[src/rtl/lcd_bus_reader.sv]
// lcd_bus_reader: timed HD44780 read cycles (busy flag or data) with optional busy-poll and bus request/grant
// Ports: iCLK/iRST_N clock and async active-low reset; iStart/iRS/iPoll command (latched in IDLE);
// oBUS_REQ/iBUS_GNT bus handshake; LCD_DATA read bus; oLCD_RW/oLCD_EN/oLCD_RS registered strobes;
// oData/oBF last sample and busy flag; oDone/oErr completion pulse and status; oBusy not idle.
module lcd_bus_reader #(
  parameter int T_AS      = 3,
  parameter int T_PW      = 12,
  parameter int T_H       = 2,
  parameter int T_GAP     = 8,
  parameter int MAX_POLLS = 255
) (
  input  logic       iCLK,
  input  logic       iRST_N,
  input  logic       iStart,
  input  logic       iRS,
  input  logic       iPoll,
  output logic       oBUS_REQ,
  input  logic       iBUS_GNT,
  input  logic [7:0] LCD_DATA,
  output logic       oLCD_RW,
  output logic       oLCD_EN,
  output logic       oLCD_RS,
  output logic [7:0] oData,
  output logic       oBF,
  output logic       oDone,
  output logic       oErr,
  output logic       oBusy
);
  typedef enum logic [2:0] {IDLE, REQ, SETUP, EN_HI, HOLD, GAP, DONE} state_t;
  state_t state, state_n;
  logic [7:0] cnt, cnt_n, pcnt, pcnt_n, data, data_n;
  logic req, req_n, rw, rw_n, en, en_n, rs, rs_n, bf, bf_n, done, done_n, err, err_n, poll, poll_n;
  logic active, last, again;
  assign active = state inside {SETUP, EN_HI, HOLD, GAP};
  assign last = cnt == 8'd0;
  // Poll count never exceeds MAX_POLLS-1, so it cannot wrap.
  assign again = poll && bf && ((9'(pcnt) + 9'd1) < 9'(MAX_POLLS));
  always_comb begin
    state_n = state;
    cnt_n = active ? cnt - 8'd1 : cnt;
    pcnt_n = pcnt;
    data_n = data;
    req_n = req;
    rw_n = rw;
    en_n = en;
    rs_n = rs;
    bf_n = bf;
    done_n = 1'b0;
    err_n = err;
    poll_n = poll;
    case (state)
      IDLE: if (iStart) begin
        state_n = REQ;
        req_n = 1'b1;
        rs_n = iRS;
        poll_n = iPoll & ~iRS;
        pcnt_n = 8'd0;
      end
      REQ: if (iBUS_GNT) begin
        state_n = SETUP;
        rw_n = 1'b1;
        cnt_n = 8'(T_AS - 1);
      end
      SETUP: if (last) begin
        state_n = EN_HI;
        en_n = 1'b1;
        cnt_n = 8'(T_PW - 1);
      end
      EN_HI: if (last) begin
        state_n = HOLD;
        en_n = 1'b0;
        data_n = LCD_DATA;
        bf_n = rs ? bf : LCD_DATA[7];
        cnt_n = 8'(T_H - 1);
      end
      HOLD: if (last) begin
        state_n = GAP;
        rw_n = 1'b0;
        cnt_n = 8'(T_GAP - 1);
      end
      GAP: if (last) begin
        state_n = again ? SETUP : DONE;
        rw_n = again;
        pcnt_n = again ? pcnt + 8'd1 : pcnt;
        cnt_n = again ? 8'(T_AS - 1) : 8'd0;
        req_n = again;
        done_n = ~again;
        err_n = again ? err : poll && bf;
      end
      DONE: state_n = IDLE;
      default: state_n = IDLE;
    endcase
    // Losing the grant mid-cycle abandons the read with an error.
    if (active && !iBUS_GNT) begin
      state_n = DONE;
      en_n = 1'b0;
      rw_n = 1'b0;
      req_n = 1'b0;
      done_n = 1'b1;
      err_n = 1'b1;
      cnt_n = 8'd0;
    end
  end
  always_ff @(posedge iCLK or negedge iRST_N) begin
    if (!iRST_N) begin
      state <= IDLE;
      cnt <= 8'd0;
      pcnt <= 8'd0;
      data <= 8'd0;
      req <= 1'b0;
      rw <= 1'b0;
      en <= 1'b0;
      rs <= 1'b0;
      bf <= 1'b0;
      done <= 1'b0;
      err <= 1'b0;
      poll <= 1'b0;
    end else begin
      state <= state_n;
      cnt <= cnt_n;
      pcnt <= pcnt_n;
      data <= data_n;
      req <= req_n;
      rw <= rw_n;
      en <= en_n;
      rs <= rs_n;
      bf <= bf_n;
      done <= done_n;
      err <= err_n;
      poll <= poll_n;
    end
  end
  assign oBUS_REQ = req;
  assign oLCD_RW = rw;
  assign oLCD_EN = en;
  assign oLCD_RS = rs;
  assign oData = data;
  assign oBF = bf;
  assign oDone = done;
  assign oErr = err;
  assign oBusy = state != IDLE;
endmodule

[config.mk]
export PLATFORM = sky130hd
export DESIGN_NAME = lcd_bus_reader
export DESIGN_NICKNAME = d
export VERILOG_FILES = /design/src/rtl/lcd_bus_reader.sv
export SDC_FILE = /design/constraint.sdc
export NUM_CORES = 1
export LEC_CHECK = 0
export ABC_CLOCK_PERIOD_IN_PS = 2600
export CORE_AREA = 4 4 67 69
export DETAILED_ROUTE_END_ITERATION = 8
export DIE_AREA = 0 0 71 73
export PLACE_DENSITY_LB_ADDON = 0.1
export SLEW_MARGIN = 15
export SYNTH_ARGS = -nofsm -noshare
export SYNTH_HDL_FRONTEND = slang
export SYNTH_SLANG_ARGS = --single-unit
[constraint.sdc]
create_clock -name iCLK -period 2.6 [get_ports iCLK]
set_input_delay 0.26 -clock iCLK [delete_from_list [all_inputs] [get_ports iCLK]]
set_output_delay 0.26 -clock iCLK [all_outputs]
set_load 0.05 [all_outputs]
==> results.md, run 1 <==
* Area Growth Syn to Fin at 21.7%
* Final HPWL DP at 3.26 mm
* Outcome: completed
* Cell Area, Synth at 2050 um^2
* CTS Buf Count at 5
* Clk sinks at 35
* Cts hold-fix bufs at 0
* CTS tree: yes
* Share of cells above drive strength 1 at 0.114
* Grt ovf at 0
* # DRC at 0
* Final setup viols at 0
* FMAX at 0.408 GHz
* Initial Utilization at 0.525
* Vias in the first global route at 1665
* Final layout net count at 283
* Unrepaired setup endpoints after global routing: no
* Final Max Slew Viols at 0
* Initial antenna violation count at 0
* Yosys warning count at 0
* DIE WIDTH at 71 um
* Post-synth EDFFs at 0
* Port bufs at 29
* CP arrival at 2.63 ns
* Routed WL per cell at 14.9 um
* Number of primary I/O pins at 30
* Syn Area/Cell at 8.93 um^2
* CP max-delay cell: or4b_4
* Final Hold Vio Count at 0
* First-pass GRT wire length at 7.88 mm
* Routed Antenna Nets at 0
* CP Max Fanout at 11
* Vias at 1799
* Clock Latency Late Sink at 0.29 ns
* Max-Cap Viols at 0
* Routability congestion estimate at 0.871
* Ranking of synthesized cells by area: dfrtp_1 (43%), nand2_1 (5.1%), mux2_2 (4.9%)
* H-Tree Depth at 2
* Total Routed Length at 4.66 mm
* Sequential fraction of the synthesis area at 0.426
* CTS Root Buffer Type: clkbuf_8
* Final Skew at 0.00610 ns
* Net count after synthesis at 249
* Initial DRC count at 131
* Ant. Diodes at 0
* Synth async-reset ratio at 1.00
* Unique masters post-synth at 50
* Main flop type after synthesis: dfrtp_1
* Most frequent cell after synthesis: dfrtp_1
* Worst min path class: input port to asynchronous set/reset pin
* DR vias/cell at 5.75
* CTS clk-pin slew, worst paths at 0.07 ns
* Die Height at 73 um
* Rows at 23
* Peak per-stage delay on the critical path at 0.59 ns
* Final worst path period share at 0.943
* Area leader, netlist: dfrtp_1
* CP Cell Sequence: or4_4 > or4b_4 > nor2_2 > nand3_1 > or4_1 > o311ai_0
* Req. time, crit path at 2.78 ns
* Synth Register Bits at 35
* Most frequent cells after synthesis: dfrtp_1 (35), nand2_1 (28), nor2_1 (23)
* Clock Path Buffers at 2
* Critical Setup Path Class: flip-flop to flip-flop
* Post-synth top area share at 0.426
* Cell area power density at 1290 nW/um^2
* DIE AREA at 5180 um^2
* Total GRT Usage at 0.194
* CP Capture Type: flip-flop
* 1st-pass router iterations at 4
* Pwr Total at 3220 uW
* CP startpoint kind: flip-flop
* Core area at 3910 um^2
* Cells after Synth at 230
* WHS at 0.0481 ns
* Setup TNS Final at 0 ns
* Worst Tran Pin Value at 0.778 ns
* Util after Layout at 0.639
* Leakage at 0.00107 uW
* Largest net degree at the start of global routing at 36
* Min Clock Period, post-route at 2.45 ns
* Number of setup buffers added after CTS at 0
* Max-slew headroom at 0.481
* Peak supply drop at 0.735 mV
[logic make-up after synthesis]
| logic type | synth area share |
|---|---|
| AND/OR/NAND/NOR | 0.213 |
| AO/OA/AOI/OAI | 0.200 |
| flip-flops | 0.426 |
| buffers and inverters | 0.0414 |
| multiplexers | 0.0591 |
| XOR/XNOR | 0.0298 |
| adder cells (fa/ha/maj) | 0.0305 |
[cell usage in the layout (no fill, tap or decap), drive strengths merged, types with 5 or more instances in the layout]
| cell type | instances |
|---|---|
| buf | 10 |
| a21oi | 12 |
| nor3 | 11 |
| dfrtp | 35 |
| ha | 5 |
| a21o | 6 |
| o21ai | 13 |
| clkdlybuf4s50 | 28 |
| nor2 | 23 |
| inv | 9 |
| nand3 | 8 |
| xnor2 | 5 |
| clkbuf | 6 |
| nand2 | 28 |
| mux2 | 9 |
[timing repair]
action                                  4_1_cts  5_1_grt
gates resized for setup                       0        1
endpoints found under the hold margin         0        0
endpoints found under the setup margin        0        1
[routing by layer]
layer / wire length (um) / global-route usage
met5: 0 / 0
met4: 85 / 0.0772
met3: 234 / 0.0634
met1: 2230 / 0.255
met2: 2110 / 0.298
[area by class of cell]
| type | instances | area (um^2) |
|---|---|---|
| Tap cell | 50 | 62.6 |
| Fill cell | 364 | 1410 |
| Inverter | 9 | 33.8 |
| Sequential cell | 35 | 876 |
| Timing Repair Buffer | 38 | 353 |
| Multi-Input combinational cell | 175 | 1100 |
| Clock buffer | 6 | 72.6 |
[worst max-delay path: cells and delay by family (launching register included)]
kind	cells	cell delay (ns)
AND/OR/NAND/NOR	5	1.84
AO/OA/AOI/OAI	1	0.09
flip-flops	1	0.41
[state kept, by name (all words and copies together), names as in the netlist, 3 cells and up]
signal,count
oData,8
state,3
pcnt,8
cnt,8
[stage by stage]
step                      area, um^2  instances  setup slack (ns)
after global routing            2500        313            0.0261
after global placement          2420        307             0.184
after floorplan                 2050        230             0.220
final                           2500        313             0.148
after CTS                       2500        313             0.104
after detailed placement        2420        307             0.103
[power by group]
group	switching (uW)	internal [uW]	total (uW)
Sequential	116	728	845
Clock	184	178	362
Combinational	1230	779	2010
[worst paths after layout]
kind	startpoint	to	slack (ns)	depth (start not counted)
worst max-delay path	cnt[4]$_DFF_PN0_	pcnt[7]$_DFFE_PN0P_	0.15	6
worst min-delay path	iRST_N	pcnt[2]$_DFFE_PN0P_	0.05	1
worst max register to register	cnt[4]$_DFF_PN0_	pcnt[7]$_DFFE_PN0P_	0.15	6
worst min register to register	poll$_DFFE_PN0P_	poll$_DFFE_PN0P_	0.50	2
max in group asynchronous	iRST_N	oData[3]$_DFFE_PN0P_	2.06	1
min in group iCLK	poll$_DFFE_PN0P_	poll$_DFFE_PN0P_	0.50	2
Note: power is estimated with default switching activity, not from simulation.
==> run 2: changes to the inputs <==
--- a/config.mk
+++ b/config.mk
@@ -6,9 +6,9 @@
 export NUM_CORES = 1
 export LEC_CHECK = 0
 export ABC_CLOCK_PERIOD_IN_PS = 2600
-export CORE_AREA = 4 4 67 69
+export CORE_AREA = 4 4 73 75
 export DETAILED_ROUTE_END_ITERATION = 8
-export DIE_AREA = 0 0 71 73
+export DIE_AREA = 0 0 77 79
 export PLACE_DENSITY_LB_ADDON = 0.1
 export SLEW_MARGIN = 15
 export SYNTH_ARGS = -nofsm -noshare
==> results.md, run 2 (synthesized netlist as in run 1, its figures left out) <==
* Outcome: completed
* Initial DRC count at 121
* H-Tree Depth at 2
* CP Capture Type: flip-flop
* Total GRT Usage at 0.171
* Area Growth Syn to Fin at 23.8%
* Most common cell after layout, fill and taps aside: dfrtp_1
* CP startpoint kind: flip-flop
* Sw power at 1550 uW
* Req. time, crit path at 2.77 ns
* Clock Path Buffers at 2
* Final HPWL DP at 3.45 mm
* Min Clock Period, post-route at 2.44 ns
* DIE AREA at 6080 um^2
* Number of primary I/O pins at 30
* Initial Utilization at 0.441
* Switch share at 0.472
* Ant. Diodes at 0
* Final Skew at 0.00540 ns
* Filler instances at 432
* Leakage at 0.00110 uW
* Flop pwr share at 0.257
* Core area at 4660 um^2
* FMAX at 0.410 GHz
* Rows at 25
* # DRC at 0
* First-pass GRT wire length at 8.27 mm
* Peak supply drop at 0.872 mV
* Routability congestion estimate at 0.812
* CP arrival at 2.61 ns
* Pwr Total at 3290 uW
* Final setup viols at 0
* DIE WIDTH at 77 um
* Vias at 1843
* Comb power frac at 0.622
* CTS Buf Count at 5
* Grt ovf at 0
* Worst min path class: input port to asynchronous set/reset pin
* Cts hold-fix bufs at 0
* Unrepaired setup endpoints after global routing: no
* Total Routed Length at 4.81 mm
* Final Max Slew Viols at 0
* Cell area power density at 1290 nW/um^2
* Setup TNS Final at 0 ns
* Placed insts at 314
* DR vias/cell at 5.74
* Port bufs at 29
* Cell Count, Final, Fillers Out at 321
* Final layout net count at 286
* Number of setup buffers added after CTS at 0
* Routed Antenna Nets at 0
* Power share of the clock group at 0.121
* Final worst path period share at 0.939
* Worst reg2reg path depth at 6
* Clk sinks at 35
* Vias in the first global route at 1829
* CTS Root Buffer Type: clkbuf_8
* Final Hold Vio Count at 0
* Die Height at 79 um
* Max-slew headroom at 0.460
* P_int at 1740 uW
* CP Max Fanout at 11
* Critical Setup Path Class: flip-flop to flip-flop
* Worst Tran Pin Value at 0.810 ns
* 1st-pass router iterations at 4
* Routed WL per cell at 15.0 um
* Max-Cap Viols at 0
* Initial antenna violation count at 0
* CTS clk-pin slew, worst paths at 0.07 ns
* Clock Latency Late Sink at 0.29 ns
* Largest net degree at the start of global routing at 36
* CTS tree: yes
* Share of cells above drive strength 1 at 0.131
* Most frequent cells in the layout: dfrtp_1 (35), nand2_1 (28), clkdlybuf4s50_1 (28)
[run 2: layout make-up]
type	instances	area, um^2	share of cell area
timing repair buffer	41	375	0.148
tap	54	67.6	0.0266
clock buffer	6	82.6	0.0325
sequential	35	876	0.344
multi-input combinational	175	1100	0.434
inverter	9	33.8	0.0133
clock inverter	1	5.00	0.00197
[run 2: repair_timing]
action	4_1_cts	5_1_grt
hold endpoints to repair	0	0
endpoints found under the setup margin	0	2
resized for setup	0	2
[run 2: path summary, 6_finish.rpt]
check,from,endpoint,slack [ns]
setup / recovery,cnt[4]$_DFF_PN0_,pcnt[7]$_DFFE_PN0P_,0.16
hold / removal,iRST_N,pcnt[6]$_DFFE_PN0P_,0.06
setup reg to reg,cnt[4]$_DFF_PN0_,pcnt[7]$_DFFE_PN0P_,0.16
hold reg to reg,poll$_DFFE_PN0P_,poll$_DFFE_PN0P_,0.50
max in group asynchronous,iRST_N,state[2]$_DFFE_PN0P_,2.03
min in group iCLK,poll$_DFFE_PN0P_,poll$_DFFE_PN0P_,0.50
[run 2: power by group through the flow]
| stage | Clock [uW] | Combinational, uW | Sequential, uW |
|---|---|---|---|
| after floorplan | 0 | 1080 | 1220 |
| after global placement | 0 | 2030 | 853 |
| after detailed placement | 0 | 2040 | 855 |
| after CTS | 412 | 2040 | 846 |
| after global routing | 431 | 2230 | 867 |
| final | 398 | 2040 | 845 |
[run 2: worst max-delay path, stage by stage, from the launching register on]
cell      delay, ns
dfrtp_1        0.40
or4_4          0.56
or4b_4         0.59
nor2_2         0.18
nand3_1        0.11
or4_1          0.40
o311ai_0       0.09
[run 2: layer usage]
layer  part of all wire  global-route usage  wire (um)  vias to the layer above
met1               0.47               0.225       2250                      867
met4              0.027              0.0890        131                        0
li1                   -                   -          -                      915
met3              0.062              0.0510        296                       12
met5                  0                   0          0                        -
met2               0.44               0.257       2130                       49
[run 2: metrics by stage]
stage | setup slack [ns] | area [um^2] | hold slack (ns) | utilization
finish | 0.159 | 2540 | 0.0608 | 0.546
global placement | 0.172 | 2450 | 0.396 | 0.526
floorplan | 0.220 | 2050 | -0.0356 | -
global route | 0.0215 | 2540 | 0.124 | 0.546
detailed placement | 0.130 | 2450 | 0.404 | 0.526
CTS | 0.113 | 2540 | 0.0883 | 0.545
